**config.mk**
```make
export PLATFORM = sky130hd
export DESIGN_NAME = mfp_sound_ctrl_regs
export DESIGN_NICKNAME = d
export VERILOG_FILES = /design/src/rtl/mfp_sound_pkg.sv /design/src/rtl/mfp_sound_sfx_channel.sv /design/src/rtl/mfp_sound_ctrl_regs.sv
export SDC_FILE = /design/constraint.sdc
export NUM_CORES = 1
export LEC_CHECK = 0
export CORE_ASPECT_RATIO = 0.5
export CORE_MARGIN = 8
export CORE_UTILIZATION = 25
export DETAILED_ROUTE_END_ITERATION = 7
export SKIP_CTS_REPAIR_TIMING = 1
export SYNTH_ARGS = -nofsm -noshare
export SYNTH_HDL_FRONTEND = slang
export SYNTH_SLANG_ARGS = --single-unit
```
**constraint.sdc**
```tcl
create_clock -name CLK -period 6.8 [get_ports CLK]
set_clock_uncertainty 0.2 [all_clocks]
set_input_delay 2.04 -clock CLK [delete_from_list [all_inputs] [get_ports CLK]]
set_output_delay 2.04 -clock CLK [all_outputs]
set_load 0.005 [all_outputs]
```
**src/rtl/mfp_sound_pkg.sv**
```systemverilog
// rtl/mfp_sound_pkg.sv - shared register map constants and channel state type for the sound block
package mfp_sound_pkg;

    // Word offsets within the sound window (HADDR[10:2])
    localparam int SND_OFF_W      = 9;
    localparam int SND_OFF_MUSIC  = 0;
    localparam int SND_OFF_VOLUME = 1;
    localparam int SND_OFF_SFX0   = 2;

    // Bit positions of the fields inside an effect-channel write word
    localparam int SND_ID_LSB  = 8;
    localparam int SND_DUR_LSB = 0;

    // Default field widths of an effect channel
    localparam int SND_ID_W  = 4;
    localparam int SND_DUR_W = 8;

    // Per-channel state at the default widths: effect ID and remaining tick count
    typedef struct packed {
        logic [SND_ID_W-1:0]  id;
        logic [SND_DUR_W-1:0] count;
    } sfx_state_t;

endpackage

```
**src/rtl/mfp_sound_sfx_channel.sv**
```systemverilog
// rtl/mfp_sound_sfx_channel.sv - one sound-effect channel: ID, start pulse, tick countdown
module mfp_sound_sfx_channel #(
    parameter int ID_W  = 4,
    parameter int DUR_W = 8
) (
    input  logic             clk,
    input  logic             rst_n,
    input  logic             load,
    input  logic             tick,
    input  logic [ID_W-1:0]  load_id,
    input  logic [DUR_W-1:0] load_dur,
    output logic             active,
    output logic             start,
    output logic [ID_W-1:0]  id,
    output logic [DUR_W-1:0] count
);

    // A channel is playing exactly while it has ticks left, so expiry and stop share one edge
    assign active = (count != '0);

    // Load wins over a coincident tick; an idle channel never decrements, so the count cannot wrap
    always_ff @(posedge clk or negedge rst_n) begin
        if (!rst_n) begin
            id    <= '0;
            count <= '0;
            start <= 1'b0;
        end else begin
            start <= 1'b0;
            if (load) begin
                id    <= load_id;
                count <= load_dur;
                start <= (load_dur != '0);
            end else if (tick && (count != '0)) begin
                count <= count - 1'b1;
            end
        end
    end

endmodule

```
**src/rtl/mfp_sound_ctrl_regs.sv**
```systemverilog
// rtl/mfp_sound_ctrl_regs.sv - AHB-snooped sound control registers (optional SOUND_READBACK_EN)
`ifndef H_SOUND_ADDR_Match
`define H_SOUND_ADDR_Match 9'h101
`endif

module mfp_sound_ctrl_regs
    import mfp_sound_pkg::*;
#(
    parameter int               NUM_CH    = 4,
    parameter int               ID_W      = 4,
    parameter int               DUR_W     = 8,
    parameter int               VOL_W     = 4,
    parameter logic [VOL_W-1:0] VOL_RESET = '1,
    parameter int               TICK_DIV  = 50000
) (
    input  logic                   CLK,
    input  logic                   HRESETn,
    input  logic [31:0]            HADDR,
    input  logic [31:0]            HWDATA,
    input  logic                   HWRITE,
    input  logic [1:0]             HTRANS,
    output logic                   SOUND_MUSIC_EN,
    output logic [VOL_W-1:0]       SOUND_VOLUME,
    output logic [NUM_CH-1:0]      SFX_ACTIVE,
    output logic [NUM_CH-1:0]      SFX_START,
    output logic [NUM_CH*ID_W-1:0] SFX_ID
`ifdef SOUND_READBACK_EN
    ,
    output logic [31:0]            HRDATA
`endif
);

    localparam int PW = (TICK_DIV > 1) ? $clog2(TICK_DIV) : 1;
    localparam logic [PW-1:0] TICK_LAST = PW'(TICK_DIV - 1);

    logic                     addr_sel;
    logic                     dp_sel;
    logic                     dp_write;
    logic [SND_OFF_W-1:0]     dp_off;
    logic                     wr_en;
    logic [PW-1:0]            presc;
    logic                     tick;
    logic [NUM_CH*DUR_W-1:0]  ch_count;
    logic                     unused_bits;

    assign addr_sel = (HADDR[28:20] ==? `H_SOUND_ADDR_Match) && HTRANS[1];
    assign wr_en    = dp_sel && dp_write;
    assign tick     = (presc == TICK_LAST);

    // Capture the address phase so the write can commit with HWDATA one cycle later
    always_ff @(posedge CLK or negedge HRESETn) begin
        if (!HRESETn) begin
            dp_sel   <= 1'b0;
            dp_write <= 1'b0;
            dp_off   <= '0;
        end else begin
            dp_sel   <= addr_sel;
            dp_write <= HWRITE;
            dp_off   <= HADDR[10:2];
        end
    end

    // Free-running duration prescaler; tick is its terminal count
    always_ff @(posedge CLK or negedge HRESETn) begin
        if (!HRESETn) begin
            presc <= '0;
        end else if (tick) begin
            presc <= '0;
        end else begin
            presc <= presc + 1'b1;
        end
    end

    // Music enable and master volume registers
    always_ff @(posedge CLK or negedge HRESETn) begin
        if (!HRESETn) begin
            SOUND_MUSIC_EN <= 1'b0;
            SOUND_VOLUME   <= VOL_RESET;
        end else if (wr_en) begin
            if (dp_off == SND_OFF_W'(SND_OFF_MUSIC)) begin
                SOUND_MUSIC_EN <= (HWDATA != '0);
            end
            if (dp_off == SND_OFF_W'(SND_OFF_VOLUME)) begin
                SOUND_VOLUME <= HWDATA[VOL_W-1:0];
            end
        end
    end

    genvar n;
    generate
        for (n = 0; n < NUM_CH; n++) begin : g_ch
            logic ch_load;
            assign ch_load = wr_en && (dp_off == SND_OFF_W'(SND_OFF_SFX0 + n));

            mfp_sound_sfx_channel #(
                .ID_W  (ID_W),
                .DUR_W (DUR_W)
            ) u_ch (
                .clk      (CLK),
                .rst_n    (HRESETn),
                .load     (ch_load),
                .tick     (tick),
                .load_id  (HWDATA[SND_ID_LSB +: ID_W]),
                .load_dur (HWDATA[SND_DUR_LSB +: DUR_W]),
                .active   (SFX_ACTIVE[n]),
                .start    (SFX_START[n]),
                .id       (SFX_ID[n*ID_W +: ID_W]),
                .count    (ch_count[n*DUR_W +: DUR_W])
            );
        end
    endgenerate

`ifdef SOUND_READBACK_EN
    // Read mux driven during the data phase of a selected read
    always_comb begin
        HRDATA = '0;
        if (dp_sel && !dp_write) begin
            if (dp_off == SND_OFF_W'(SND_OFF_MUSIC)) begin
                HRDATA[0] = SOUND_MUSIC_EN;
            end else if (dp_off == SND_OFF_W'(SND_OFF_VOLUME)) begin
                HRDATA[VOL_W-1:0] = SOUND_VOLUME;
            end else begin
                for (int i = 0; i < NUM_CH; i++) begin
                    if (dp_off == SND_OFF_W'(SND_OFF_SFX0 + i)) begin
                        HRDATA[SND_ID_LSB +: ID_W]   = SFX_ID[i*ID_W +: ID_W];
                        HRDATA[SND_DUR_LSB +: DUR_W] = ch_count[i*DUR_W +: DUR_W];
                    end
                end
            end
        end
    end

    assign unused_bits = ^{HADDR[31:29], HADDR[19:11], HADDR[1:0], HTRANS[0]};
`else
    assign unused_bits = ^{HADDR[31:29], HADDR[19:11], HADDR[1:0], HTRANS[0], ch_count};
`endif

endmodule

```
==> impl_metrics.py <==
metrics = {
    "placed_design": {
        "finalWeightedCongestion": 0.772,
        "dp_slack_ns": 2.20,
        "place_hpwl_mm": 7.95,
        "port-buffer-count": 82,
        "placed_area_sq_mm": 0.00524,
    },
    "yosys": {
        "synthArstFlopShare_pct": 100,
        "ys_seq_area_share_pct": 49.4,
        "ys_warn_count": 0,
        "synth-seq-cells": 84,
        "yosysTopAreaCell": "dfrtp_1",
        "syn_avg_cell_area_sq_um": 10.1,
        "syn_area_sq_mm": 0.00427,
        "ys_top_cells_by_area": "dfrtp_1 (47%), nor2_1 (4.0%), mux2_2 (3.4%)",
        "yosys.cell_types.count": 55,
        "synthFlopType": "dfrtp_1",
        "netlist.area_leader.share_pct": 46.9,
        "synth_cells": 422,
        "synth.net_count": 500,
        "synth_edf_count": 0,
    },
    "setup_path": {
        "r2r_slack_ns": 3.98,
        "critPathKind": "flip-flop to output pin",
        "cp_cell_sequence": "or4_4 > nor4b_2 > inv_1 > clkdlybuf4s50_1",
        "crit_path_end_kind": "output pin",
        "slowest_stage": "nor4b_2",
        "cp.arrival_ns": 2.70,
        "cp-start-kind": "flip-flop",
        "cp_max_fo": 13,
        "crit_required_ns": 4.56,
        "critPathMaxStageDelay_ns": 0.79,
    },
    "layout": {
        "utilization_pct": 33.8,
        "multi_input_area_sq_mm": 0.00195,
        "seq_area_sq_mm": 0.00211,
        "syn_to_final_growth_pct": 30.7,
        "stdcell_area_sq_mm": 0.00558,
        "antenna_cells": 0,
        "fill_cells": 1722,
        "layout.nets": 568,
        "drive_gt1_share_pct": 10.1,
    },
    "sta": {
        "fin_tns_setup_ns": 0,
        "hold_viol": 0,
        "slew_violations": 0,
        "grt_setup_unrepaired": "false",
        "tightest_slew_ns": 1.12,
        "max_freq_mhz": 203,
        "setup_viol": 0,
        "fin_crit_ns": 4.94,
        "max_slew_margin_pct": 25.0,
        "setup_ws_ns": 1.86,
        "period_share_pct": 72.6,
    },
    "routing": {
        "first_iter_violations": 199,
        "antenna_left": 0,
        "wl_per_cell_um": 15.7,
        "drt-total-wl_mm": 11.3,
        "num_vias": 3504,
        "drt_pass1_iterations": 4,
        "drc": 0,
        "vias_per_cell": 4.85,
    },
    "global_route": {
        "antenna_found_initial": 0,
        "grt_pass1_vias": 3552,
        "track_usage_pct": 10.6,
        "grt_max_degree": 85,
        "overflow": 0,
        "grt_pass1_wl_mm": 18.7,
    },
    "power": {
        "leakagePower_nw": 2.19,
        "powerDensity_mw_per_mm2": 205,
        "ir_worst_vdd_mv": 0.0971,
    },
    "floorplanning": {
        "io_pins": 98,
        "dieArea_sq_mm": 0.0218,
        "num_rows": 33,
        "coreArea_sq_mm": 0.0165,
        "start_util_pct": 25.8,
        "die_w_um": 201,
        "dieHeight_um": 108,
    },
    "clock_tree": {
        "cts_tree": "built",
        "worstSkewPairLatency_ns": 0.34,
        "clkSlewWorstSetupHoldPaths_ns": 0.06,
        "htree_levels": 3,
        "cts_made_buffers": 9,
        "cts_root_buf": "clkbuf_16",
        "clock_path_buffers": 2,
        "clock-sinks": 84,
    },
    "flow_run": {
        "maxCapViolCount": 0,
    },
    "run_status": {
        "outcome": "completed",
    },
    "hold_path": {
        "worstHoldPathType": "flip-flop to flip-flop",
    },
}
## layout by cell type (no fill, tap or decap), types with 3 or more instances in the layout
cell type,netlist,routed
mux2i_1,4,4
dfstp_2,4,4
and4_1,8,8
or3b_2,3,3
xnor2_1,4,4
and3_1,3,3
nor3_1,5,5
o211ai_1,5,5
clkbuf_16,0,9
a31oi_1,22,22
nand2_1,34,34
clkdlybuf4s50_1,0,81
nand4_1,13,13
nor2_1,45,45
ha_1,9,9
o31ai_1,9,9
o311ai_0,6,6
nand3_1,9,9
inv_1,20,20
or3_1,12,12
o21ai_0,16,16
nand4b_1,4,4
nor4_1,9,9
clkbuf_8,0,3
xor2_1,8,8
a31o_2,3,3
dfrtp_1,80,80
mux2_2,13,13
or4_1,13,13
## final timing paths
kind	depth (start not counted)	end	start
max	4	SFX_ACTIVE[1]	g_ch[1].u_ch.count[5]
min	1	presc[0]	presc[0]
max reg2reg	3	g_ch[3].u_ch.id[1]	dp_off[5]
min reg2reg	1	presc[0]	presc[0]
max in group asynchronous	1	presc[13]	HRESETn
min in group asynchronous	1	dp_off[6]	HRESETn
## area by class of cell
class                   instances  area share (%)
flip-flops and latches         84            37.8
multi-input cells             292            34.9
repair buffers                 83            14.8
well taps                     227            5.09
clock buffers                  12            4.78
inverters                      20            1.35
clock inverters                 4            1.26
## power by group
group          internal, mW  leakage (nW)  switching, mW
clock                 0.350         0.169          0.193
combinational        0.0424          1.06         0.0335
sequential            0.512         0.961         0.0108
total                 0.905          2.19          0.238
## cell usage after synthesis, drive strengths merged, types with 3 or more instances
cell    instances
a31o            3
a31oi          22
and3            3
and4            8
and4bb          3
buf            15
clkbuf         11
dfrtp          80
dfstp           4
ha              9
inv            20
mux2           13
mux2i           4
nand2          34
nand3           9
nand4          13
nand4b          4
nor2           45
nor3            5
nor4           10
nor4b           3
o211ai          5
o21ai          16
o311ai          6
o31ai           9
or2             4
or3            12
or3b            3
or4            15
xnor2           4
xor2            8
## stage by stage
step / instances / hold slack (ns) / total power [mW]
finish: 722 / 0.256 / 1.14
floorplan: 422 / 0.233 / 0.550
global placement: 706 / 0.250 / 0.608
detailed placement: 706 / 0.252 / 0.609
global route: 722 / 0.281 / 1.19
CTS: 722 / 0.259 / 1.16
## per-layer routing
metal  vias up  share of wire [%]  track usage, %
met1      1726                 45            13.1
met3        10                5.9            3.13
met4         0                1.6            3.71
met5         -                  0               0
li1       1685                  -               -
met2        83                 47            17.7
## state kept, by name, indices dropped and copies added, names as in the netlist
name             count
SOUND_VOLUME         4
g_ch.u_ch.start      4
dp_off               9
dp_sel               1
g_ch.u_ch.count     32
dp_write             1
SOUND_MUSIC_EN       1
g_ch.u_ch.id        16
presc               16
## cells by family after synthesis
| logic type | after synthesis | synth area share (%) |
|---|---|---|
| AND/OR/NAND/NOR | 179 | 24.3 |
| flip-flops | 84 | 49.4 |
| multiplexers | 17 | 4.37 |
| buffers and inverters | 46 | 4.96 |
| AO/OA/AOI/OAI | 75 | 11.9 |
| adder cells (fa/ha/maj) | 9 | 2.64 |
| XOR/XNOR | 12 | 2.46 |
## worst max-delay path, delay by kind of cell (launching register included)
family | cells | cell delay [ns]
buf+inv | 2 | 0.61
flops | 1 | 0.40
simple gates | 2 | 1.36
No activity file was read; power rests on OpenSTA's default activity.
